$ cat config.mk
export PLATFORM = sky130hd
export DESIGN_NAME = vpu_cfg_dispatch_flat
export DESIGN_NICKNAME = d
export VERILOG_FILES = /design/src/rtl/vpu_cfg_dispatch_pkg.sv /design/src/rtl/vpu_cfg_dispatch_if.sv /design/src/rtl/vpu_cfg_dispatch.sv /design/src/flat_wrapper.sv
export SDC_FILE = /design/constraint.sdc
export NUM_CORES = 1
export LEC_CHECK = 0
export CAP_MARGIN = 0
export CORE_ASPECT_RATIO = 1.4
export CORE_MARGIN = 2
export CORE_UTILIZATION = 40
export CTS_CLUSTER_SIZE = 20
export DETAILED_ROUTE_END_ITERATION = 10
export GPL_TIMING_DRIVEN = 0
export HOLD_SLACK_MARGIN = 0.1
export PLACE_DENSITY = 0.81
export SKIP_CTS_REPAIR_TIMING = 1
export SYNTH_ARGS = -nofsm -noshare
export SYNTH_HDL_FRONTEND = slang
export SYNTH_SLANG_ARGS = --single-unit
$ cat constraint.sdc
create_clock -name clk_i -period 2.4 [get_ports clk_i]
set_input_delay 0.48 -clock clk_i [delete_from_list [all_inputs] [get_ports clk_i]]
set_output_delay 0.48 -clock clk_i [all_outputs]
set_load 0.05 [all_outputs]
$ cat src/rtl/vpu_cfg_dispatch_pkg.sv
`default_nettype none
// ============================================================================
//  Module      : vpu_cfg_dispatch_pkg
//  Description : Shared VPU types used by the vector-config dispatch path:
//                CSR/config op encoding, the config micro-op layout, the
//                dispatch FSM state encoding and the drain-classification
//                helper (also reused by the ISSUE stage).
//  Revision    : 1.0 - initial release
// ============================================================================
package vpu_cfg_dispatch_pkg;

    localparam int VPU_XLEN = 32;

    typedef enum logic [3:0] {
        CFG_VSETVLI      = 4'd0,
        CFG_VSETIVLI     = 4'd1,
        CFG_VSETVL       = 4'd2,
        CFG_VLENB_READ   = 4'd3,
        CFG_VTYPE_READ   = 4'd4,
        CFG_VL_READ      = 4'd5,
        CFG_VSTART_WRITE = 4'd6,
        CFG_VXRM_WRITE   = 4'd7,
        CFG_VXSAT_WRITE  = 4'd8,
        CFG_VCSR_WRITE   = 4'd9
    } CFG_CSR_OP_e;

    typedef struct packed {
        CFG_CSR_OP_e csr_op;
    } VPU_CFG_MODE_t;

    typedef struct packed {
        VPU_CFG_MODE_t cfg;
    } VPU_MODE_t;

    typedef struct packed {
        logic [VPU_XLEN-1:0] xval;
    } VPU_RS1_t;

    typedef struct packed {
        VPU_MODE_t  mode;
        logic [7:0] vtype;
        logic       keep_vl;
        logic [7:0] vlmax;
        VPU_RS1_t   rs1;
    } VPU_uOP_t;

    typedef enum logic [1:0] {
        IDLE  = 2'd0,
        DRAIN = 2'd1,
        ISSUE = 2'd2,
        WB    = 2'd3
    } CFG_DISP_STATE_e;

    // Pure reads of vlenb/vtype/vl do not depend on in-flight vector work;
    // everything else modifies vector CSR state and must wait for drain.
    function automatic logic cfg_needs_drain(input CFG_CSR_OP_e csr_op);
        case (csr_op)
            CFG_VLENB_READ,
            CFG_VTYPE_READ,
            CFG_VL_READ:    return 1'b0;
            default:        return 1'b1;
        endcase
    endfunction

endpackage
`default_nettype wire

$ cat src/rtl/vpu_cfg_dispatch_if.sv
`default_nettype none
// ============================================================================
//  Module      : vpu_cfg_dispatch_if
//  Description : Bundle of the ISSUE uop channel, the CSR-unit strobe/read
//                channel and the COMMIT writeback channel of the config
//                dispatcher. Signal suffixes are from the dispatcher's view.
//                modport slave  : the dispatcher itself
//                modport master : its environment (ISSUE, CSR unit, COMMIT)
//  Revision    : 1.0 - initial release
// ============================================================================
interface vpu_cfg_dispatch_if
    import vpu_cfg_dispatch_pkg::*;
#(
    parameter int XLEN    = 32,
    parameter int RD_BITS = 5
);
    logic               uop_valid_i;
    logic               uop_ready_o;
    VPU_uOP_t           uop_i;
    logic [RD_BITS-1:0] uop_rd_i;
    logic               uop_rd_we_i;
    logic               flush_i;
    logic               vec_inflight_i;
    logic               vec_issue_block_o;
    logic               VCFG_valid_o;
    VPU_uOP_t           VCFG_entry_o;
    logic               VCFG_read_valid_i;
    logic [XLEN-1:0]    VCFG_read_data_i;
    logic               wb_valid_o;
    logic               wb_ready_i;
    logic [RD_BITS-1:0] wb_rd_o;
    logic [XLEN-1:0]    wb_data_o;

    modport slave (
        input  uop_valid_i, uop_i, uop_rd_i, uop_rd_we_i, flush_i,
               vec_inflight_i, VCFG_read_valid_i, VCFG_read_data_i, wb_ready_i,
        output uop_ready_o, vec_issue_block_o, VCFG_valid_o, VCFG_entry_o,
               wb_valid_o, wb_rd_o, wb_data_o
    );

    modport master (
        output uop_valid_i, uop_i, uop_rd_i, uop_rd_we_i, flush_i,
               vec_inflight_i, VCFG_read_valid_i, VCFG_read_data_i, wb_ready_i,
        input  uop_ready_o, vec_issue_block_o, VCFG_valid_o, VCFG_entry_o,
               wb_valid_o, wb_rd_o, wb_data_o
    );
endinterface
`default_nettype wire

$ cat src/rtl/vpu_cfg_dispatch.sv
`default_nettype none
// ============================================================================
//  Module      : vpu_cfg_dispatch
//  Description : Initiator side of the vector-config channel. Takes one
//                config/CSR uop at a time from ISSUE, waits for the vector
//                pipeline to drain when the op modifies CSR state, strobes
//                the CSR unit for one cycle, captures its same-cycle read
//                response and hands it to COMMIT over valid/ready.
//  Ports       : clk_i   - clock, rising edge
//                rst_ni  - asynchronous active-low reset
//                bus     - vpu_cfg_dispatch_if.slave (uop in, CSR strobe,
//                          writeback out, issue-block, flush, inflight)
//  Options     : VPU_CFG_DISPATCH_BYPASS_EN - non-draining ops with rd_we
//                strobe the CSR unit combinationally in IDLE and go straight
//                to WB. Undefined by default.
//  Revision    : 1.0 - initial release
// ============================================================================
module vpu_cfg_dispatch
    import vpu_cfg_dispatch_pkg::*;
#(
    parameter int XLEN    = VPU_XLEN,
    parameter int RD_BITS = 5
) (
    input  wire logic          clk_i,
    input  wire logic          rst_ni,
    vpu_cfg_dispatch_if.slave  bus
);

    CFG_DISP_STATE_e    r_state;
    VPU_uOP_t           r_uop;
    logic [RD_BITS-1:0] r_rd;
    logic               r_rd_we;
    logic [XLEN-1:0]    r_data;
    logic               r_vcfg_valid;
    logic               r_wb_valid;
    logic               r_block;

    logic               w_ready;
    logic               w_take;
    logic               w_drain;
    logic               w_bypass;
    logic [XLEN-1:0]    w_rsp_data;

    // Ready is forced low while reset is held so every output reads 0 then.
    assign w_ready    = (r_state == IDLE) && rst_ni;
    // A flush coinciding with an offered uop drops that uop.
    assign w_take     = bus.uop_valid_i && w_ready && !bus.flush_i;
    assign w_drain    = cfg_needs_drain(bus.uop_i.mode.cfg.csr_op);
    assign w_rsp_data = bus.VCFG_read_valid_i ? bus.VCFG_read_data_i : '0;

`ifdef VPU_CFG_DISPATCH_BYPASS_EN
    assign w_bypass   = w_take && !w_drain && bus.uop_rd_we_i;
`else
    assign w_bypass   = 1'b0;
`endif

    always_ff @(posedge clk_i or negedge rst_ni) begin
        if (!rst_ni) begin
            r_state      <= IDLE;
            r_uop        <= '0;
            r_rd         <= '0;
            r_rd_we      <= 1'b0;
            r_data       <= '0;
            r_vcfg_valid <= 1'b0;
            r_wb_valid   <= 1'b0;
            r_block      <= 1'b0;
        end else begin
            case (r_state)
                IDLE: begin
                    if (w_take) begin
                        r_uop   <= bus.uop_i;
                        r_rd    <= bus.uop_rd_i;
                        r_rd_we <= bus.uop_rd_we_i;
                        if (w_bypass) begin
                            r_data     <= w_rsp_data;
                            r_wb_valid <= 1'b1;
                            r_state    <= WB;
                        end else if (w_drain && bus.vec_inflight_i) begin
                            r_block <= 1'b1;
                            r_state <= DRAIN;
                        end else begin
                            // Block is raised for non-drained CSR writers too
                            // so ISSUE cannot slip a vector op past the strobe.
                            r_block      <= w_drain;
                            r_vcfg_valid <= 1'b1;
                            r_state      <= ISSUE;
                        end
                    end
                end
                DRAIN: begin
                    if (bus.flush_i) begin
                        r_block <= 1'b0;
                        r_state <= IDLE;
                    end else if (!bus.vec_inflight_i) begin
                        r_vcfg_valid <= 1'b1;
                        r_state      <= ISSUE;
                    end
                end
                ISSUE: begin
                    // CSR state is committed by the strobe; flush has no effect here.
                    r_vcfg_valid <= 1'b0;
                    r_block      <= 1'b0;
                    r_data       <= w_rsp_data;
                    if (r_rd_we) begin
                        r_wb_valid <= 1'b1;
                        r_state    <= WB;
                    end else begin
                        r_state    <= IDLE;
                    end
                end
                WB: begin
                    if (bus.wb_ready_i) begin
                        r_wb_valid <= 1'b0;
                        r_state    <= IDLE;
                    end
                end
                default: r_state <= IDLE;
            endcase
        end
    end

    assign bus.uop_ready_o       = w_ready;
    assign bus.vec_issue_block_o = r_block;
    assign bus.VCFG_valid_o      = r_vcfg_valid | w_bypass;
    assign bus.VCFG_entry_o      = w_bypass ? bus.uop_i : r_uop;
    assign bus.wb_valid_o        = r_wb_valid;
    assign bus.wb_rd_o           = r_rd;
    assign bus.wb_data_o         = r_data;

endmodule
`default_nettype wire

$ cat src/flat_wrapper.sv
// flat-port wrapper written by rule: the top's interface ports become plain ports
module vpu_cfg_dispatch_flat import vpu_cfg_dispatch_pkg::*;
#(
    parameter int XLEN    = VPU_XLEN,
    parameter int RD_BITS = 5
)
  (clk_i, rst_ni, bus_uop_valid_i, bus_uop_i, bus_uop_rd_i, bus_uop_rd_we_i, bus_flush_i, bus_vec_inflight_i, bus_VCFG_read_valid_i, bus_VCFG_read_data_i, bus_wb_ready_i, bus_uop_ready_o, bus_vec_issue_block_o, bus_VCFG_valid_o, bus_VCFG_entry_o, bus_wb_valid_o, bus_wb_rd_o, bus_wb_data_o);
  vpu_cfg_dispatch_if #(.XLEN(XLEN), .RD_BITS(RD_BITS)) bus_i ();
  input  wire logic clk_i;
  input  wire logic rst_ni;
  input wire logic [$bits(bus_i.uop_valid_i)-1:0] bus_uop_valid_i;
  input wire logic [$bits(bus_i.uop_i)-1:0] bus_uop_i;
  input wire logic [$bits(bus_i.uop_rd_i)-1:0] bus_uop_rd_i;
  input wire logic [$bits(bus_i.uop_rd_we_i)-1:0] bus_uop_rd_we_i;
  input wire logic [$bits(bus_i.flush_i)-1:0] bus_flush_i;
  input wire logic [$bits(bus_i.vec_inflight_i)-1:0] bus_vec_inflight_i;
  input wire logic [$bits(bus_i.VCFG_read_valid_i)-1:0] bus_VCFG_read_valid_i;
  input wire logic [$bits(bus_i.VCFG_read_data_i)-1:0] bus_VCFG_read_data_i;
  input wire logic [$bits(bus_i.wb_ready_i)-1:0] bus_wb_ready_i;
  output wire logic [$bits(bus_i.uop_ready_o)-1:0] bus_uop_ready_o;
  output wire logic [$bits(bus_i.vec_issue_block_o)-1:0] bus_vec_issue_block_o;
  output wire logic [$bits(bus_i.VCFG_valid_o)-1:0] bus_VCFG_valid_o;
  output wire logic [$bits(bus_i.VCFG_entry_o)-1:0] bus_VCFG_entry_o;
  output wire logic [$bits(bus_i.wb_valid_o)-1:0] bus_wb_valid_o;
  output wire logic [$bits(bus_i.wb_rd_o)-1:0] bus_wb_rd_o;
  output wire logic [$bits(bus_i.wb_data_o)-1:0] bus_wb_data_o;
  assign bus_i.uop_valid_i = bus_uop_valid_i;
  assign bus_i.uop_i = bus_uop_i;
  assign bus_i.uop_rd_i = bus_uop_rd_i;
  assign bus_i.uop_rd_we_i = bus_uop_rd_we_i;
  assign bus_i.flush_i = bus_flush_i;
  assign bus_i.vec_inflight_i = bus_vec_inflight_i;
  assign bus_i.VCFG_read_valid_i = bus_VCFG_read_valid_i;
  assign bus_i.VCFG_read_data_i = bus_VCFG_read_data_i;
  assign bus_i.wb_ready_i = bus_wb_ready_i;
  assign bus_uop_ready_o = bus_i.uop_ready_o;
  assign bus_vec_issue_block_o = bus_i.vec_issue_block_o;
  assign bus_VCFG_valid_o = bus_i.VCFG_valid_o;
  assign bus_VCFG_entry_o = bus_i.VCFG_entry_o;
  assign bus_wb_valid_o = bus_i.wb_valid_o;
  assign bus_wb_rd_o = bus_i.wb_rd_o;
  assign bus_wb_data_o = bus_i.wb_data_o;
  vpu_cfg_dispatch #(.XLEN(XLEN), .RD_BITS(RD_BITS)) u_core (.clk_i(clk_i), .rst_ni(rst_ni), .bus(bus_i));
endmodule
* Word-level counts from Yosys, hierarchy flattened *
Cells that the tools add are included.

storage, ports and cells
  register bits after elaboration = 96
  input port bits = 98
  output and inout port bits = 94

operators by class
  eq/ne operators = 14
  muxes and demuxes = 21
  reductions and logical operators = 14

operators by type and width
  kind                  count
  $mux W32              1
  $mux W2               6
  $mux W1               10
  $ne A2 B2 Y1 const B  5
  $reduce_and A3 Y1     3
  $eq A4 B3 Y1 const B  2
  $pmux W2 S4           1
  $pmux W1 S3           2
  $reduce_and A5 Y1     1
  $eq A2 B2 Y1 const B  2
  $eq A4 B2 Y1 const B  1
  $logic_and A1 B1 Y1   4
  $ne A2 B1 Y1 const B  2
  $ne A3 B3 Y1 const B  1
  $reduce_bool A3 Y1    1
  $reduce_or A3 Y1      1
  $eq A2 B1 Y1 const B  1
  $logic_not A2 Y1      1
  $pmux W1 S2           1
  $reduce_and A2 Y1     1
  $reduce_bool A2 Y1    1
  $logic_not A1 Y1      1

* Depth between registers and ports, before layout *
  depth after elaboration = 7
  depth in mapped cells = 7
  depth with buffers taken out = 6

* Worst setup path before layout *
No wires, ideal clock.

  kind = register -> register
  start = register u_core.r_state[0]
  end = register u_core.r_uop, in the netlist u_core.bus.VCFG_entry_o[25]
  setup time = 0.125 ns
  arrival time = 1.642 ns
  required time = 2.275 ns
  slack = 0.633 ns
  stages on the path, launching flop included = 8
  cell sequence = dfrtp_1 > inv_1 > ha_1 > and2_4 > nand3b_4 > buf_6 > buf_6 > mux2_4

on the way
  cells in the longest elaborated chain, start to end = 5

RTL lines
  item                                line                    source
  start: declaration                  vpu_cfg_dispatch.sv:29  CFG_DISP_STATE_e r_state;
  start signal: assignment            vpu_cfg_dispatch.sv:59  r_state <= IDLE;
  start signal: assignment            vpu_cfg_dispatch.sv:77  r_state <= WB;
  start signal: assignment            vpu_cfg_dispatch.sv:80  r_state <= DRAIN;
  $logic_not A2 Y1                    vpu_cfg_dispatch.sv:45  assign w_ready = (r_state == IDLE) && rst_ni;
  $logic_and A1 B1 Y1                 vpu_cfg_dispatch.sv:45
  named net bus_uop_ready_o           flat_wrapper.sv:20      output wire logic [$bits(bus_i.uop_ready_o)-1:0] bus_uop_ready_o;
  $logic_and A1 B1 Y1 (2 in series)   vpu_cfg_dispatch.sv:47  assign w_take = bus.uop_valid_i && w_ready && !bus.flush_i;
  $reduce_and A2 Y1 (no source line)  -
  end signal: assignment              vpu_cfg_dispatch.sv:71  r_uop <= bus.uop_i;
  end: declaration                    vpu_cfg_dispatch.sv:30  VPU_uOP_t r_uop;

The timed path passes the listed nets, and every way through them passes these cells.
A chain may end at the register's enable or synchronous reset.

* Worst setup path after layout *
  start = register u_core.r_state[0]
  end = output bus_uop_ready_o

on the way
  cells in the longest elaborated chain, start to end = 2

RTL lines
  item                 line
  $logic_not A2 Y1     vpu_cfg_dispatch.sv:45
  $logic_and A1 B1 Y1  vpu_cfg_dispatch.sv:45
  end: declaration     flat_wrapper.sv:20

Every way passes these cells.

==> summary.txt <==
outcome = complete, but fails checks
failing checks = design-rule violations
most frequent cell after synthesis = dfrtp_1
Core Area = 9080 um2
worst-skew pair later-pin latency = 340 ps
maximum VDD drop = 0.704 mV
die height = 119 um
initial antenna violation count = 0
Clk pwr share = 13.6%
clock root cell = clkbuf_16
Sw Share = 45.9%
Finished Layout Cells = 556
vias in the first global route = 2,995
Die Wd = 85.8 um
dominant cell type by area after synthesis = dfrtp_1
R2R Path End = u_core.bus.wb_rd_o[2]$_DFFE_PN0P_
Core Rows = 41
Clock transition at path regs = 70 ps
# IOs = 192
DIE AREA = 10,200 um2
Ys Warns = 0
P_int = 5.16 mW
achievable frequency = 445 MHz
CP Max Fanout = 5
Final TNS setup = 0 ps
layout cells sized above 1 = 19.8%
top_reg_cell synth = dfrtp_1
PD cells = 1560 nW/um2
area share of the largest cell type after synthesis = 64.0%
Remaining DRCs = 15
Final #Nets = 548
Placed Instances = 539
worst hold path class = input pin to asynchronous set/reset pin
initial core utilization = 41.3%
Flop pwr share = 28.9%
pre-CTS setup slack = -439 ps
total length of routed wires = 9630 um
post-synthesis sequential area ratio = 64.0%
Leak = 2.71 nW
worst reg-to-reg setup slack = 510 ps
critical path data required time = 1920 ps
Clock Skew = 9.04 ps
NetSw = 4.37 mW
CP Capture Type = primary output
reg2reg start = u_core.r_state[0]$_DFFE_PN0P_
Combinational Power Share = 57.5%
actual slew at the worst max-slew pin = 553 ps
Mean Syn Cell Area = 15.6 um2
R2R depth = 7
crit path DAT = 1770 ps
IO buf count = 191
Cell variety after synth = 25
DR vias = 2,797
unrepaired setup endpoints after global routing = no
max-cap viol count = 0
syn_nets = 344
most instantiated cells after synthesis = dfrtp_1 (96), mux2_2 (52), a22o_1 (31), mux2_4 (10), buf_2 (7)
via/cell ratio = 5.03
Post-Syn Area = 3750 um2
async set-reset flop share out of synthesis = 100%
synthesized flop and latch total = 96
dpl cell area = 5820 um2
DR pass1 iterations = 11
CTS tree = yes
remaining global-route overflow = 0
CTS max path bufs = 2
initial drt markers = 127
Tcrit/Tclk final = 93.7%
Pwr Total = 9.53 mW
number of enable flip-flop cells after synthesis = 0
placer congestion estimate = 0.774
GRT Total Usage = 19.9%
pin count of the biggest net entering global routing = 62
Routed Antenna Nets = 0
H-tree Lvls = 3
WL/cell = 17.3 um
largest cells by area after synthesis = dfrtp_1 (64%), mux2_2 (16%), a22o_1 (7.2%), mux2_4 (4.0%), ha_1 (2.0%)
Area Growth Syn to Fin = 63.0%
Rel. slew slack = 63.0%
clk sinks = 96
CP Launch Point = u_core.r_state[0]$_DFFE_PN0P_
Crit Path Class = register to primary output
n_diodes = 0
final setup violation count = 0
Critical Path Source Type = register
Post-Layout Inst Area = 6120 um2
final hold vios = 0
Final Worst Setup Slack = 150 ps
fin crit period = 2250 ps
first-pass GRT wire length = 15,600 um
total CTS buffers = 9
post-synthesis cell count = 240
final slew viol count = 0
hpwl dp = 7450 um
[per-stage QoR]
stage	util [%]	hold slack (ps)
finish	67.4	101
global route	67.4	110
CTS	67.1	122
detailed placement	64.1	487
global placement	63.8	486
floorplan	-	184
[metal layers]
| layer | track usage (%) | share of wire [%] | routed length, um | vias to the layer above |
|---|---|---|---|---|
| met4 | 9.82 | 2.6 | 247 | 0 |
| met2 | 35.1 | 53 | 5150 | 136 |
| met1 | 21.6 | 35 | 3400 | 1367 |
| met3 | 5.10 | 8.7 | 841 | 21 |
| met5 | 0 | 0 | 0 | - |
| li1 | - | - | - | 1273 |
[worst max path at each step]
stage | to | slack [ps] | depth (start not counted)
after floorplan | u_core.bus.VCFG_entry_o[25]$_DFFE_PN0P_ | 630 | 7
after global placement | bus_uop_ready_o | -3480 | 3
after detailed placement | bus_uop_ready_o | -440 | 4
after CTS | bus_uop_ready_o | -440 | 4
after global routing | bus_uop_ready_o | 80 | 4
final | bus_uop_ready_o | 150 | 4
[critical path, cell delays in order (launching register included)]
cell and delay (ps):
dfrtp_1 450, inv_1 140, ha_1 230, and2_4 180, dlymetal6s2s_1 430
[sequential cells by signal, indices dropped and copies added, names as in the netlist]
register	count
u_core.bus.VCFG_entry_o	53
u_core.r_rd_we	1
u_core.bus.wb_data_o	32
u_core.bus.vec_issue_block_o	1
u_core.bus.VCFG_valid_o	1
u_core.bus.wb_rd_o	5
u_core.r_state	2
u_core.bus.wb_valid_o	1
[cell families (layout without fill, tap and decap cells)]
kind of cell / after synthesis / in the layout / share of synthesized area [%]
buffers and inverters: 18 / 227 / 2.43
multiplexers: 62 / 62 / 19.6
AND/OR/NAND/NOR: 16 / 16 / 2.57
adder cells (fa/ha/maj): 6 / 6 / 2.00
flip-flops: 96 / 96 / 64.0
AO/OA/AOI/OAI: 42 / 42 / 9.34
[placed cells by master (no fill, tap or decap), types with 2 or more instances in the layout]
cell | synthesis | routed
clkdlybuf4s50_1 | 0 | 189
dfrtp_1 | 96 | 96
mux2_2 | 52 | 52
a22o_1 | 31 | 31
mux2_4 | 10 | 10
clkbuf_16 | 0 | 9
clkbuf_1 | 4 | 7
buf_2 | 7 | 7
ha_1 | 6 | 6
inv_1 | 5 | 5
o21ai_0 | 4 | 4
nor2_1 | 4 | 4
nand2_1 | 4 | 4
buf_6 | 2 | 3
and2_1 | 2 | 2
nor2b_1 | 2 | 2
clkinv_2 | 0 | 2
[layout make-up]
cell class	instances	area [um2]
Buffer	13	72.6
Clock buffer	13	250
Clock inverter	3	17.5
Fill cell	672	2960
Inverter	5	18.8
Multi-Input combinational cell	126	1260
Sequential cell	96	2400
Tap cell	107	134
Timing Repair Buffer	193	1960
[power by group through the flow]
| stage | logic, mW | clock network (mW) | registers [mW] |
|---|---|---|---|
| floorplan | 1.14 | 0 | 5.18 |
| global placement | 5.43 | 0 | 2.72 |
| detailed placement | 5.52 | 0 | 2.77 |
| CTS | 5.53 | 1.33 | 2.76 |
| global route | 5.72 | 1.39 | 2.84 |
| finish | 5.48 | 1.30 | 2.75 |
(Power assumes the default switching activity.)
